### config.mk
export PLATFORM = sky130hd
export DESIGN_NAME = divider_hs_flat
export DESIGN_NICKNAME = d
export VERILOG_FILES = /design/src/rtl/divider_pkg.sv /design/src/rtl/divider_hs_if.sv /design/src/rtl/div_step.sv /design/src/rtl/divider_hs.sv /design/src/flat_wrapper.sv
export SDC_FILE = /design/constraint.sdc
export NUM_CORES = 1
export LEC_CHECK = 0
export BUFFER_PORTS_ARGS = -buffer_cell sky130_fd_sc_hd__buf_2
export CAP_MARGIN = 40
export CORE_MARGIN = 3
export CORE_UTILIZATION = 56
export DETAILED_ROUTE_END_ITERATION = 10
export PLACE_DENSITY = 0.84
export SYNTH_ARGS = -nofsm -noshare
export SYNTH_HDL_FRONTEND = slang
export SYNTH_SLANG_ARGS = --single-unit
### constraint.sdc
create_clock -name clock -period 10.05 [get_ports clock]
set_clock_uncertainty 0.2 [all_clocks]
set_input_delay 2.01 -clock clock [delete_from_list [all_inputs] [get_ports clock]]
set_output_delay 2.01 -clock clock [all_outputs]
set_load 0.03 [all_outputs]
### src/rtl/divider_pkg.sv
// divider_pkg: shared types and helpers for the divider_hs slice.
//   div_state_t : controller states (IDLE, CALC, FIXUP, DONE)
//   cond_neg    : conditional two's-complement negation, used for both |x|
//                 and result sign restoration. Operands up to MAX_W bits are
//                 zero-extended in and truncated back out by the caller; the
//                 low bits of the negation are the same at any width.
package divider_pkg;

    typedef enum logic [1:0] {
        IDLE  = 2'd0,
        CALC  = 2'd1,
        FIXUP = 2'd2,
        DONE  = 2'd3
    } div_state_t;

    localparam int MAX_W = 64;

    function automatic logic [MAX_W-1:0] cond_neg(input logic [MAX_W-1:0] v,
                                                  input logic             en);
        return en ? (~v + MAX_W'(1)) : v;
    endfunction

endpackage

### src/rtl/divider_hs_if.sv
// divider_hs_if: request/response handshake bundle for divider_hs.
//   master : requester/consumer side (drives operands and out_ready)
//   slave  : divider side (drives in_ready and the result)
interface divider_hs_if #(
    parameter int DIVIDEND_WIDTH = 64,
    parameter int DIVISOR_WIDTH  = 32
) ();
    logic                      in_valid;
    logic                      in_ready;
    logic                      in_signed;
    logic [DIVIDEND_WIDTH-1:0] dividend;
    logic [DIVISOR_WIDTH-1:0]  divisor;
    logic                      out_valid;
    logic                      out_ready;
    logic [DIVIDEND_WIDTH-1:0] quotient;
    logic [DIVISOR_WIDTH-1:0]  remainder;
    logic                      div_by_zero;
    logic                      overflow;

    modport master (
        output in_valid, in_signed, dividend, divisor, out_ready,
        input  in_ready, out_valid, quotient, remainder, div_by_zero, overflow
    );

    modport slave (
        input  in_valid, in_signed, dividend, divisor, out_ready,
        output in_ready, out_valid, quotient, remainder, div_by_zero, overflow
    );
endinterface

### src/rtl/div_step.sv
// div_step: one combinational restoring-division step.
//   rem_in  : partial remainder (always < divisor)
//   bit_in  : next dividend bit shifted into the trial value
//   divisor : divisor magnitude
//   rem_out : new partial remainder
//   q_bit   : quotient bit resolved by this step
module div_step #(
    parameter int DIVISOR_WIDTH = 32
) (
    input  logic [DIVISOR_WIDTH-1:0] rem_in,
    input  logic                     bit_in,
    input  logic [DIVISOR_WIDTH-1:0] divisor,
    output logic [DIVISOR_WIDTH-1:0] rem_out,
    output logic                     q_bit
);
    logic [DIVISOR_WIDTH:0] trial;
    logic [DIVISOR_WIDTH:0] diff;

    assign trial = {rem_in, bit_in};
    assign diff  = trial - {1'b0, divisor};
    assign q_bit = (trial >= {1'b0, divisor});
    // trial < 2*divisor, so either choice fits back into DIVISOR_WIDTH bits
    assign rem_out = DIVISOR_WIDTH'(q_bit ? diff : trial);
endmodule

### src/rtl/divider_hs.sv
// divider_hs: multi-cycle restoring divider, signed/unsigned per request,
// BITS_PER_CYCLE quotient bits per CALC cycle, valid/ready on both sides.
//   clock : rising-edge clock
//   reset : asynchronous, active-high
//   bus   : divider_hs_if slave (request operands in, result + flags out)
// Divide-by-zero and signed overflow bypass CALC and complete at accept.
module divider_hs
    import divider_pkg::*;
#(
    parameter int DIVIDEND_WIDTH = 64,
    parameter int DIVISOR_WIDTH  = 32,
    parameter int BITS_PER_CYCLE = 1
) (
    input  logic         clock,
    input  logic         reset,
    divider_hs_if.slave  bus
);
    localparam int NW = DIVIDEND_WIDTH;
    localparam int DW = DIVISOR_WIDTH;
    localparam int B  = BITS_PER_CYCLE;
    localparam int K  = NW / B;
    localparam int CW = $clog2(K + 1);
    localparam logic [NW-1:0] MOST_NEG = {1'b1, {(NW-1){1'b0}}};

    div_state_t      state_q, state_d;
    logic [CW-1:0]   count_q, count_d;
    logic [NW-1:0]   work_q, work_d;        // dividend shifts out MSB-first, quotient shifts in
    logic [DW-1:0]   rem_q, rem_d;
    logic [DW-1:0]   dsr_q, dsr_d;
    logic            neg_quo_q, neg_quo_d;
    logic            neg_rem_q, neg_rem_d;
    logic [NW-1:0]   quo_q, quo_d;
    logic [DW-1:0]   remo_q, remo_d;
    logic            dbz_q, dbz_d;
    logic            ovf_q, ovf_d;

    logic            dvd_neg, dsr_neg;
    logic [B:0][DW-1:0] rem_chain;
    logic [B-1:0]    q_bits;

    assign dvd_neg = bus.in_signed & bus.dividend[NW-1];
    assign dsr_neg = bus.in_signed & bus.divisor[DW-1];

    assign rem_chain[0] = rem_q;
    for (genvar i = 0; i < B; i++) begin : g_step
        div_step #(.DIVISOR_WIDTH(DW)) u_step (
            .rem_in  (rem_chain[i]),
            .bit_in  (work_q[NW-1-i]),
            .divisor (dsr_q),
            .rem_out (rem_chain[i+1]),
            .q_bit   (q_bits[B-1-i])
        );
    end

    always_ff @(posedge clock or posedge reset) begin
        if (reset) begin
            state_q   <= IDLE;
            count_q   <= '0;
            work_q    <= '0;
            rem_q     <= '0;
            dsr_q     <= '0;
            neg_quo_q <= 1'b0;
            neg_rem_q <= 1'b0;
            quo_q     <= '0;
            remo_q    <= '0;
            dbz_q     <= 1'b0;
            ovf_q     <= 1'b0;
        end else begin
            state_q   <= state_d;
            count_q   <= count_d;
            work_q    <= work_d;
            rem_q     <= rem_d;
            dsr_q     <= dsr_d;
            neg_quo_q <= neg_quo_d;
            neg_rem_q <= neg_rem_d;
            quo_q     <= quo_d;
            remo_q    <= remo_d;
            dbz_q     <= dbz_d;
            ovf_q     <= ovf_d;
        end
    end

    always_comb begin
        state_d   = state_q;
        count_d   = count_q;
        work_d    = work_q;
        rem_d     = rem_q;
        dsr_d     = dsr_q;
        neg_quo_d = neg_quo_q;
        neg_rem_d = neg_rem_q;
        quo_d     = quo_q;
        remo_d    = remo_q;
        dbz_d     = dbz_q;
        ovf_d     = ovf_q;
        unique case (state_q)
            IDLE: begin
                if (bus.in_valid) begin
                    work_d    = NW'(cond_neg(MAX_W'(bus.dividend), dvd_neg));
                    dsr_d     = DW'(cond_neg(MAX_W'(bus.divisor), dsr_neg));
                    neg_quo_d = dvd_neg ^ dsr_neg;
                    neg_rem_d = dvd_neg;
                    count_d   = CW'(K);
                    rem_d     = '0;
                    if (bus.divisor == '0) begin
                        quo_d   = '1;
                        remo_d  = bus.dividend[DW-1:0];
                        dbz_d   = 1'b1;
                        ovf_d   = 1'b0;
                        state_d = DONE;
                    end else if (bus.in_signed && bus.dividend == MOST_NEG &&
                                 bus.divisor == '1) begin
                        quo_d   = MOST_NEG;
                        remo_d  = '0;
                        dbz_d   = 1'b0;
                        ovf_d   = 1'b1;
                        state_d = DONE;
                    end else begin
                        state_d = CALC;
                    end
                end
            end
            CALC: begin
                rem_d   = rem_chain[B];
                work_d  = {work_q[NW-B-1:0], q_bits};
                count_d = count_q - CW'(1);
                if (count_q == CW'(1)) begin
                    state_d = FIXUP;
                end
            end
            FIXUP: begin
                quo_d   = NW'(cond_neg(MAX_W'(work_q), neg_quo_q));
                // truncating division: remainder follows the dividend's sign
                remo_d  = DW'(cond_neg(MAX_W'(rem_q), neg_rem_q && (rem_q != '0)));
                dbz_d   = 1'b0;
                ovf_d   = 1'b0;
                state_d = DONE;
            end
            DONE: begin
                if (bus.out_ready) begin
                    state_d = IDLE;
                end
            end
            default: state_d = IDLE;
        endcase
    end

    assign bus.in_ready    = (state_q == IDLE) && !reset;
    assign bus.out_valid   = (state_q == DONE);
    assign bus.quotient    = quo_q;
    assign bus.remainder   = remo_q;
    assign bus.div_by_zero = dbz_q;
    assign bus.overflow    = ovf_q;
endmodule
### src/flat_wrapper.sv
// flat-port wrapper written by rule: the top's interface ports become plain ports
module divider_hs_flat import divider_pkg::*;
#(
    parameter int DIVIDEND_WIDTH = 64,
    parameter int DIVISOR_WIDTH  = 32,
    parameter int BITS_PER_CYCLE = 1
)
  (clock, reset, bus_in_valid, bus_in_signed, bus_dividend, bus_divisor, bus_out_ready, bus_in_ready, bus_out_valid, bus_quotient, bus_remainder, bus_div_by_zero, bus_overflow);
  divider_hs_if #(.DIVIDEND_WIDTH(DIVIDEND_WIDTH), .DIVISOR_WIDTH(DIVISOR_WIDTH)) bus_i ();
  input  logic clock;
  input  logic reset;
  input wire logic [$bits(bus_i.in_valid)-1:0] bus_in_valid;
  input wire logic [$bits(bus_i.in_signed)-1:0] bus_in_signed;
  input wire logic [$bits(bus_i.dividend)-1:0] bus_dividend;
  input wire logic [$bits(bus_i.divisor)-1:0] bus_divisor;
  input wire logic [$bits(bus_i.out_ready)-1:0] bus_out_ready;
  output wire logic [$bits(bus_i.in_ready)-1:0] bus_in_ready;
  output wire logic [$bits(bus_i.out_valid)-1:0] bus_out_valid;
  output wire logic [$bits(bus_i.quotient)-1:0] bus_quotient;
  output wire logic [$bits(bus_i.remainder)-1:0] bus_remainder;
  output wire logic [$bits(bus_i.div_by_zero)-1:0] bus_div_by_zero;
  output wire logic [$bits(bus_i.overflow)-1:0] bus_overflow;
  assign bus_i.in_valid = bus_in_valid;
  assign bus_i.in_signed = bus_in_signed;
  assign bus_i.dividend = bus_dividend;
  assign bus_i.divisor = bus_divisor;
  assign bus_i.out_ready = bus_out_ready;
  assign bus_in_ready = bus_i.in_ready;
  assign bus_out_valid = bus_i.out_valid;
  assign bus_quotient = bus_i.quotient;
  assign bus_remainder = bus_i.remainder;
  assign bus_div_by_zero = bus_i.div_by_zero;
  assign bus_overflow = bus_i.overflow;
  divider_hs #(.DIVIDEND_WIDTH(DIVIDEND_WIDTH), .DIVISOR_WIDTH(DIVISOR_WIDTH), .BITS_PER_CYCLE(BITS_PER_CYCLE)) u_core (.clock(clock), .reset(reset), .bus(bus_i));
endmodule
; ---- Word level (Yosys, flattened, before mapping)
; Cells that the tools add are included.
[classes]
addsub = 6
n_lt_le_gt_ge = 1
eq_ne = 10
mux = 33
n_bitwise = 7
reduce_logical = 14
[ops]
columns = cell, count
row1 = 64-bit two-way mux, 6
row2 = 64-bit case mux with 2 select lines, 2
row3 = 32-bit two-way mux, 7
row4 = "64-bit by 1-bit adder with 64-bit output, second input constant", 2
row5 = 64-bit inverter, 2
row6 = 32-bit case mux with 2 select lines, 2
row7 = "32-bit by 1-bit adder with 32-bit output, second input constant", 2
row8 = "64-bit == test, second input constant", 1
row9 = 32-bit inverter, 2
row10 = 33-bit by 32-bit >= comparator with 1-bit output, 1
row11 = "32-bit == test, second input constant", 1
row12 = 32-bit zero test, 1
row13 = 32-bit nonzero test, 1
row14 = 32-bit subtractor, 1
row15 = 7-bit case mux with 2 select lines, 1
row16 = 2-bit two-way mux, 5
row17 = 2-bit case mux with 4 select lines, 1
row18 = "7-bit by 1-bit == test with 1-bit output, second input constant", 1
row19 = 7-bit two-way mux, 1
row20 = "7-bit by 1-bit subtractor with 7-bit output, second input constant", 1
row21 = 1-bit two-way mux, 6
row22 = 3-bit AND reduction, 2
row23 = "2-bit == test, second input constant", 2
row24 = 1-bit logical AND, 4
row25 = 11 further kinds, 16
[word_totals]
regBits = 237
in_bits = 101
out_inout_bits = 100
elab_cells = 82

; ---- Longest topological paths before layout
; Gate-level depths: netlist (run 1).
[depth]
word_depth = 7
ltp_mapped = 14

; ---- Hierarchy
; Synthesis (run 1) repeated with hierarchy kept, for this count alone.
[unflattened]
cells_unflattened = 2018
hier_area_um2 = 16917.5
[by_module_without_submodules]
columns = module, instances, cells_each, area_each_um2, seq_area_each_um2
row1 = divider_hs, 1, 1661, 14340.0, 5930.7
row2 = div_step, 1, 357, 2577.5, 0.0

; ---- Worst setup path before layout (run 1)
; OpenSTA, ideal clock, no wires.
[synth_path]
path_type = input to register
from = input bus_divisor[14]
to = register u_core.quo_q[21] (netlist: u_core.bus.quotient[21])
setup_time_ns = 0.121
arrival_time_ns = 4.654
required_time_ns = 9.729
slack_ns = 5.075
cell_stages = 10
n_path_buf = 2
path_cell_list = or4_1 > nor4_1 > and3b_1 > nand2_1 > nor4_2 > nor2_1 > a22o_1 > clkbuf_1 > clkbuf_1 > a22o_1
[synth_between]
elab_chain_cells = 4
[synth_rtl]
columns = element, line
row1 = from (decl), flat_wrapper.sv:15  ; input wire logic [$bits(bus_i.divisor)-1:0] bus_divisor;
row2 = 32-bit == test or 32-bit zero test (tied branches), "divider_hs.sv:111, divider_hs.sv:104"
row3 = 1-bit logical AND or 64-bit two-way mux (tied branches), "divider_hs.sv:110, divider_hs.sv:104"
row4 = 3-bit by 1-bit inequality test with 1-bit output (no source line) or 64-bit two-way mux (tied branches), n/a
row5 = 3-bit AND reduction (no source line) or 64-bit case mux with 2 select lines (tied branches), n/a
row6 = to (signal assigned), divider_hs.sv:76  ; quo_q <= quo_d;
row7 = to (decl), divider_hs.sv:32  ; logic [NW-1:0] quo_q, quo_d;
; Several ways; a longest one is shown, not always the timed one. The select of a mux whose other input is x is not followed.
; A chain may end at the register's enable or synchronous reset.

; ---- Worst setup path in the final report (run 1)
[layout_path]
from = input bus_divisor[14]
to = register u_core.quo_q[31] (netlist: u_core.bus.quotient[31])
; Same word-level chain as after synthesis.

==> qor.yml, run 1 <==
grt_max_degree: 103
synth_edf_count: 0
die_height_um: 173
dpl.hpwl_um: 32800
fp-row-count: 60
pin_count: 201
power_density_mw_per_mm2: 353
grt_pass1_wl_um: 71100
ant_nets: 0
stdcell_count: 2344
fp.dieW_um: 173
path_cells: "buf_2 > or4_1 > nor4_1 > and3b_1 > nand2_1 > nor4_2 > nor2_1 > a22o_4 > buf_4 > buf_16 > nor2_2 > a22o_1"
r2r_start: "u_core.rem_q[0]"
holdPathEnd: "u_core.bus.quotient[43]"
numPortBuffers: 200
wl_per_cell_um: 18.8
layout-drive-gt1-share_pct: 14.9
r2r_slack_ns: 5.74
fin_crit_ns: 5.78
hp-class: "reg -> reg"
routed_via_density: 6.20
outcome: "completed"
ys_seq_area_share_pct: 37.9
synth_flop_cell: "dfrtp_1"
endpoint_kind: "flip-flop"
async_reset_ff_share_pct: 100
first_iter_violations: 1462
final.fill_count: 2242
rsz0062_at_grt: "no"
path_buf_inv: 3
setup_tns_ns: 0
synth_area_per_cell_um2: 8.65
first_pass_iters: 6
nets: 2092
busiest_layer: "met2"
post-route-period-util_pct: 57.5
grt_antenna_before_repair: 8
fmax_ghz: 0.173
worstPathMaxFanout: 102
post_cts_buffers: 0
r2r_end: "u_core.rem_q[28]"
cap_violations: 0
p_leak_nw: 8.01
use_met1_pct: 36.9
cts-root-buf: "clkbuf_16"
placedCellCount: 2291
cts_tree: "built"
clk_latency_ns: 0.54
slew_headroom_pct: 35.6
synthCells: 1807
synthTopCellsByArea: "dfrtp_1 (38%), xnor2_1 (6.7%), o21ai_0 (6.6%)"
core_area_mm2: 0.0272
synth_top_area_cell: "dfrtp_1"
worst-slew-pin-transition_ns: 0.966
cp-start-kind: "input pin"
cp_slowest_cell: "nor4_2"
cts-hold-fix-buffers: 0
ys_seq_elements: 237
synth_area_mm2: 0.0156
met3_usage_pct: 4.30
die_area_mm2: 0.0300
grt_pass1_vias: 13800
crit_path_start: "bus_divisor[14]"
path_delay_family: "simple AND/OR/NAND/NOR gates"
synth_cell_types: 67
netlist.area_leader.share_pct: 37.9
critPathArrivalTime_ns: 6.06
gp_congestion: 0.951
grt_usage_pct: 28.4
reg2reg_depth: 11
drc: 0
area_growth_pct: 14.4
grt_overflow: 0
initial_utilization_pct: 57.5
slowest_delay_ns: 0.74
criticalPathCategory: "in -> reg"
ys_warn_count: 0
use_met2_pct: 47.0
detail_route.wirelength_um: 44100
cts_resized: 0
clock_sinks: 237
hold_depth: 1
path_clk_slew_ns: 0.06
vias: 14500
cts_buffer_depth: 3
max-vdd-ir-drop_v: 0.000212
hp-start: "u_core.bus.quotient[43]"
synth_fp_nets: 1952
setup_viol: 0
cp.required_ns: 10.33
numCtsBuffers: 26
drv_slew: 0
htree_levels: 1
hold_viol: 0
==> area by class of cell <==
type                    instances  area [um2]  area share [%]
repair buffers                220        1230            6.89
inverters                      64         248            1.39
multi-input cells            1398        9070            50.7
diodes                          7        17.5          0.0980
clock buffers                  32         723            4.04
clock inverters                14         191            1.07
well taps                     372         465            2.60
flip-flops and latches        237        5930            33.2
==> worst register-to-register path: cells and delay by family, from the launching register on <==
| kind | cells | cell delay, ns |
|---|---|---|
| AO/OA/AOI/OAI | 6 | 1.73 |
| AND/OR/NAND/NOR | 3 | 1.16 |
| buffers and inverters | 1 | 0.21 |
| flip-flops | 1 | 0.50 |
| adder cells (fa/ha/maj) | 1 | 0.37 |
==> flip-flops by register name (all words and copies together) (netlist names) <==
register,count
u_core.state_q,2
u_core.rem_q,32
u_core.bus.remainder,32
u_core.neg_rem_q,1
u_core.neg_quo_q,1
u_core.bus.div_by_zero,1
u_core.count_q,7
u_core.bus.quotient,64
u_core.work_q,64
u_core.dsr_q,32
u_core.bus.overflow,1
==> layout by cell type (no fill, tap or decap), types with 15 or more instances in the layout <==
master / synthesis / routed
a211oi_1: 43 / 43
a21o_1: 52 / 52
a21oi_1: 113 / 113
a22o_1: 21 / 20
a22oi_1: 78 / 78
buf_2: 12 / 200
buf_4: 0 / 15
clkbuf_16: 0 / 26
dfrtp_1: 237 / 237
ha_1: 43 / 42
inv_1: 64 / 63
mux2i_1: 16 / 16
nand2_1: 192 / 192
nand3_1: 25 / 25
nand4_1: 16 / 16
nor2_1: 87 / 86
nor3_1: 39 / 39
nor4_1: 16 / 16
o21ai_0: 206 / 205
o31ai_1: 37 / 37
o41ai_1: 19 / 19
or4_1: 21 / 21
xnor2_1: 119 / 119
xor2_1: 93 / 93
==> worst max-delay path by stage <==
| stage | end | cells after the start |
|---|---|---|
| final | u_core.bus.quotient[31] | 12 |
| after CTS | u_core.bus.quotient[31] | 12 |
| after global routing | u_core.bus.quotient[27] | 12 |
| after global placement | u_core.bus.quotient[27] | 11 |
| after detailed placement | u_core.bus.quotient[31] | 12 |
| after floorplan | u_core.bus.div_by_zero | 1 |
==> Yosys cell counts (4+ instances only) <==
cell type,n
a32oi_1,7
nor3_1,39
clkbuf_1,89
nand3b_1,6
nor2_1,87
or2_2,6
a211oi_1,43
or4_1,21
o31ai_1,37
dfrtp_1,237
and3_1,5
mux2i_1,16
nor4_1,16
xnor2_1,119
a221o_1,4
a22oi_1,78
a21boi_0,4
a22o_1,21
o22ai_1,14
or3_1,13
nand3_1,25
o41ai_1,19
o21ai_0,206
a41oi_1,4
nand4_1,16
o21ai_1,6
nor2b_1,9
ha_1,43
buf_1,6
a31oi_1,5
nand2_1,192
o31a_1,5
xor2_1,93
o21bai_1,7
a21oi_1,113
buf_2,12
and2_1,11
nand2b_1,13
inv_1,64
o21a_1,6
a21o_1,52
==> power breakdown <==
group	total, mW	leakage (nW)	internal, mW	switching, mW
sequential	1.83	3.08	1.37	0.461
combinational	3.47	4.47	1.30	2.17
clock	1.01	0.453	0.613	0.397
total	6.31	8.01	3.28	3.03
==> logic make-up after synthesis <==
logic type / after synthesis / synth area share [%]
muxes: 17 / 1.10
DFF: 237 / 37.9
and+or+nand+nor: 482 / 15.0
xor gates and xnor gates: 212 / 11.9
AOI/OAI and AO/OA: 643 / 26.2
buffers and inverters: 172 / 4.27
adders and majority gates: 44 / 3.57
==> per-layer routing <==
layer  wire length (um)  vias to the layer above  share of wire [%]
met5                 27                        -              0.061
met4               2090                        4                4.7
met3               3260                      151                7.4
met2              20700                      638                 47
met1              18000                     6880                 41
li1                   -                     6859                  -
==> stage by stage <==
stage          area (um2)  hold WS [ns]  worst slack, ns  total power [mW]  utilization, %
3_3_place_gp        16800         0.255             3.88              5.10            61.9
3_5_place_dp        16900         0.261             3.76              5.25            62.4
5_1_grt             17900         0.286             3.94              6.77            65.8
6_report            17900         0.268             4.27              6.31            65.8
2_1_floorplan       15600         0.250             1.34              4.32               -
4_1_cts             17900         0.274             4.33              6.28            65.7
(Power assumes the default switching activity.)
==> run 2, diff against run 1 <==
- CORE_UTILIZATION: 56 -> 54
- clock period: 10.05 -> 5 ns (I/O delays scaled with it)
==> run 2 against run 1 <==
  * Register-to-register slack worse by 4.8 ns
  * Sequential power grew 100%
  * Core utilization fell by 2.2 points
  * Largest cell class unchanged
==> qor.yml, run 2 (synthesis results as in run 1) <==
critPathArrivalTime_ns: 4.32  # -1.74 ns
drc: 0  # unchanged
whs_ns: 0.273  # +0.00514 ns
cap_violations: 0  # unchanged
grt_max_degree: 196  # +90%
path_clk_slew_ns: 0.06  # about the same
cts_resized: 0  # unchanged
criticalPathCategory: "in -> reg"
die_area_mm2: 0.0310  # +3.6%
slowest_delay_ns: 0.59  # -0.15 ns
power_density_mw_per_mm2: 708  # +100%
nets: 2100  # +0.38%
clk_latency_ns: 0.55  # about the same
clock_sinks: 237  # unchanged
final_common_cell: "dfrtp_1"
cp-start-kind: "input pin"
post-route-period-util_pct: 82.6
fin_crit_ns: 4.13
fp.dieW_um: 176  # +1.8%
multi_input_area_mm2: 0.00907  # unchanged
cts-root-buf: "clkbuf_16"
detail_route.wirelength_um: 44100  # -0.14%
cp.required_ns: 5.19  # -5.14 ns
hold_viol: 0  # unchanged
pin_count: 201  # unchanged
die_height_um: 176  # +1.8%
path_cells: "buf_2 > or4_1 > nor4_1 > and3b_1 > nand2_1 > nor4_2 > nor2_1 > a22o_4 > buf_4 > nand2_1 > o21ai_0"
rsz0062_at_grt: "no"
path_delay_family: "simple AND/OR/NAND/NOR gates"
first_pass_iters: 6  # unchanged
grt_usage_pct: 27.5  # -0.92 points
layout-drive-gt1-share_pct: 15.1  # +0.22 points
fin_util_pct: 63.6  # -2.2 points
fp-row-count: 61  # +1.7%
area_growth_pct: 14.6
grt_pass1_wl_um: 70200  # -1.3%
path_buf_inv: 2  # -1
grt_antenna_before_repair: 8  # unchanged
drv_slew: 0  # unchanged
cts_buffer_depth: 3  # unchanged
dpl.hpwl_um: 33100  # +0.80%
routed_via_density: 6.20  # about the same
seq_area_mm2: 0.00593  # unchanged
cts_tree: "built"
setup_viol: 0  # unchanged
htree_levels: 1  # unchanged
cts-hold-fix-buffers: 0  # unchanged
worstPathMaxFanout: 62  # -39%
numPortBuffers: 200  # unchanged
post_cts_buffers: 0  # unchanged
fmax_ghz: 0.242
final_cell_mix: "dfrtp_1 (237), o21ai_0 (205), buf_2 (200)"
p_leak_nw: 8.03  # +0.27%
grt_pass1_vias: 13600  # -1.4%
setup_tns_ns: 0  # unchanged
hp-class: "reg -> reg"
crit_top_cell: "nand2_1"
slew_headroom_pct: 29.9  # -5.6 points
first_iter_violations: 1370  # -6.3%
numCtsBuffers: 26  # unchanged
core_area_mm2: 0.0282  # +3.6%
cp_slowest_cell: "or4_1"
initial_utilization_pct: 55.5  # -2.0 points
grt_overflow: 0  # unchanged
final.fill_count: 2359  # +5.2%
gp_congestion: 0.946  # -0.53%
outcome: "completed"
ant_nets: 0  # unchanged
vias: 14600  # +0.42%
wl_per_cell_um: 18.7  # -0.61%
worst-slew-pin-transition_ns: 1.05  # +0.0850 ns
endpoint_kind: "flip-flop"
max-vdd-ir-drop_v: 0.000331  # +56%
[run 2: changes by cell type in the layout (fill, tap and decap cells not counted), sizes merged]
cell / change
buf: +8
clkinv: -5
clkbuf: +3
inv: -1
[run 2: final timing paths]
path                                         start                       end  slack (ns)  depth (start not counted)
setup / recovery                   bus_divisor[14]   u_core.bus.remainder[1]        0.87                         11
hold / removal             u_core.bus.quotient[52]   u_core.bus.quotient[52]        0.27                          1
hold reg to reg            u_core.bus.quotient[52]   u_core.bus.quotient[52]        0.27                          1
min in group asynchronous                    reset         u_core.count_q[6]        0.46                          3
max in group asynchronous                    reset  u_core.bus.remainder[10]        3.28                          3
setup reg to reg                 u_core.work_q[12]   u_core.bus.quotient[57]        0.95                          9
[run 2: routing by layer]
layer  vias to the layer above  GRT usage [%]  wire (um)  part of all wire [%]
li1                       6876              -          -                     -
met1                      6868           36.4      17800                    40
met2                       698           44.7      20500                    47
met3                       145           3.68       3440                   7.8
met4                         6           13.0       2260                   5.1
met5                         -              0         41                 0.093
[run 2: layout make-up]
cell class / count / area share (%)
diodes: 7 / 0.0978
clock buffers: 35 / 4.27
clock inverters: 8 / 0.845
inverters: 64 / 1.36
multi-input cells: 1398 / 50.7
flip-flops and latches: 237 / 33.1
well taps: 378 / 2.64
repair buffers: 228 / 7.03
[run 2: where the power goes]
part | total [mW] | switching, mW | internal, mW
clock | 2.02 | 0.760 | 1.27
combinational | 6.98 | 4.37 | 2.61
sequential | 3.69 | 0.928 | 2.76
[run 2: metrics by stage]
stage | area [um2] | cells | power [mW] | setup WS, ns
final | 17900 | 2355 | 12.7 | 0.869
after global routing | 17900 | 2353 | 13.6 | 0.707
after CTS | 17900 | 2348 | 12.6 | 0.961
after detailed placement | 17000 | 2305 | 10.5 | 0.462
after global placement | 16900 | 2302 | 10.3 | 0.623
after floorplan | 15600 | 1807 | 8.68 | 0.694
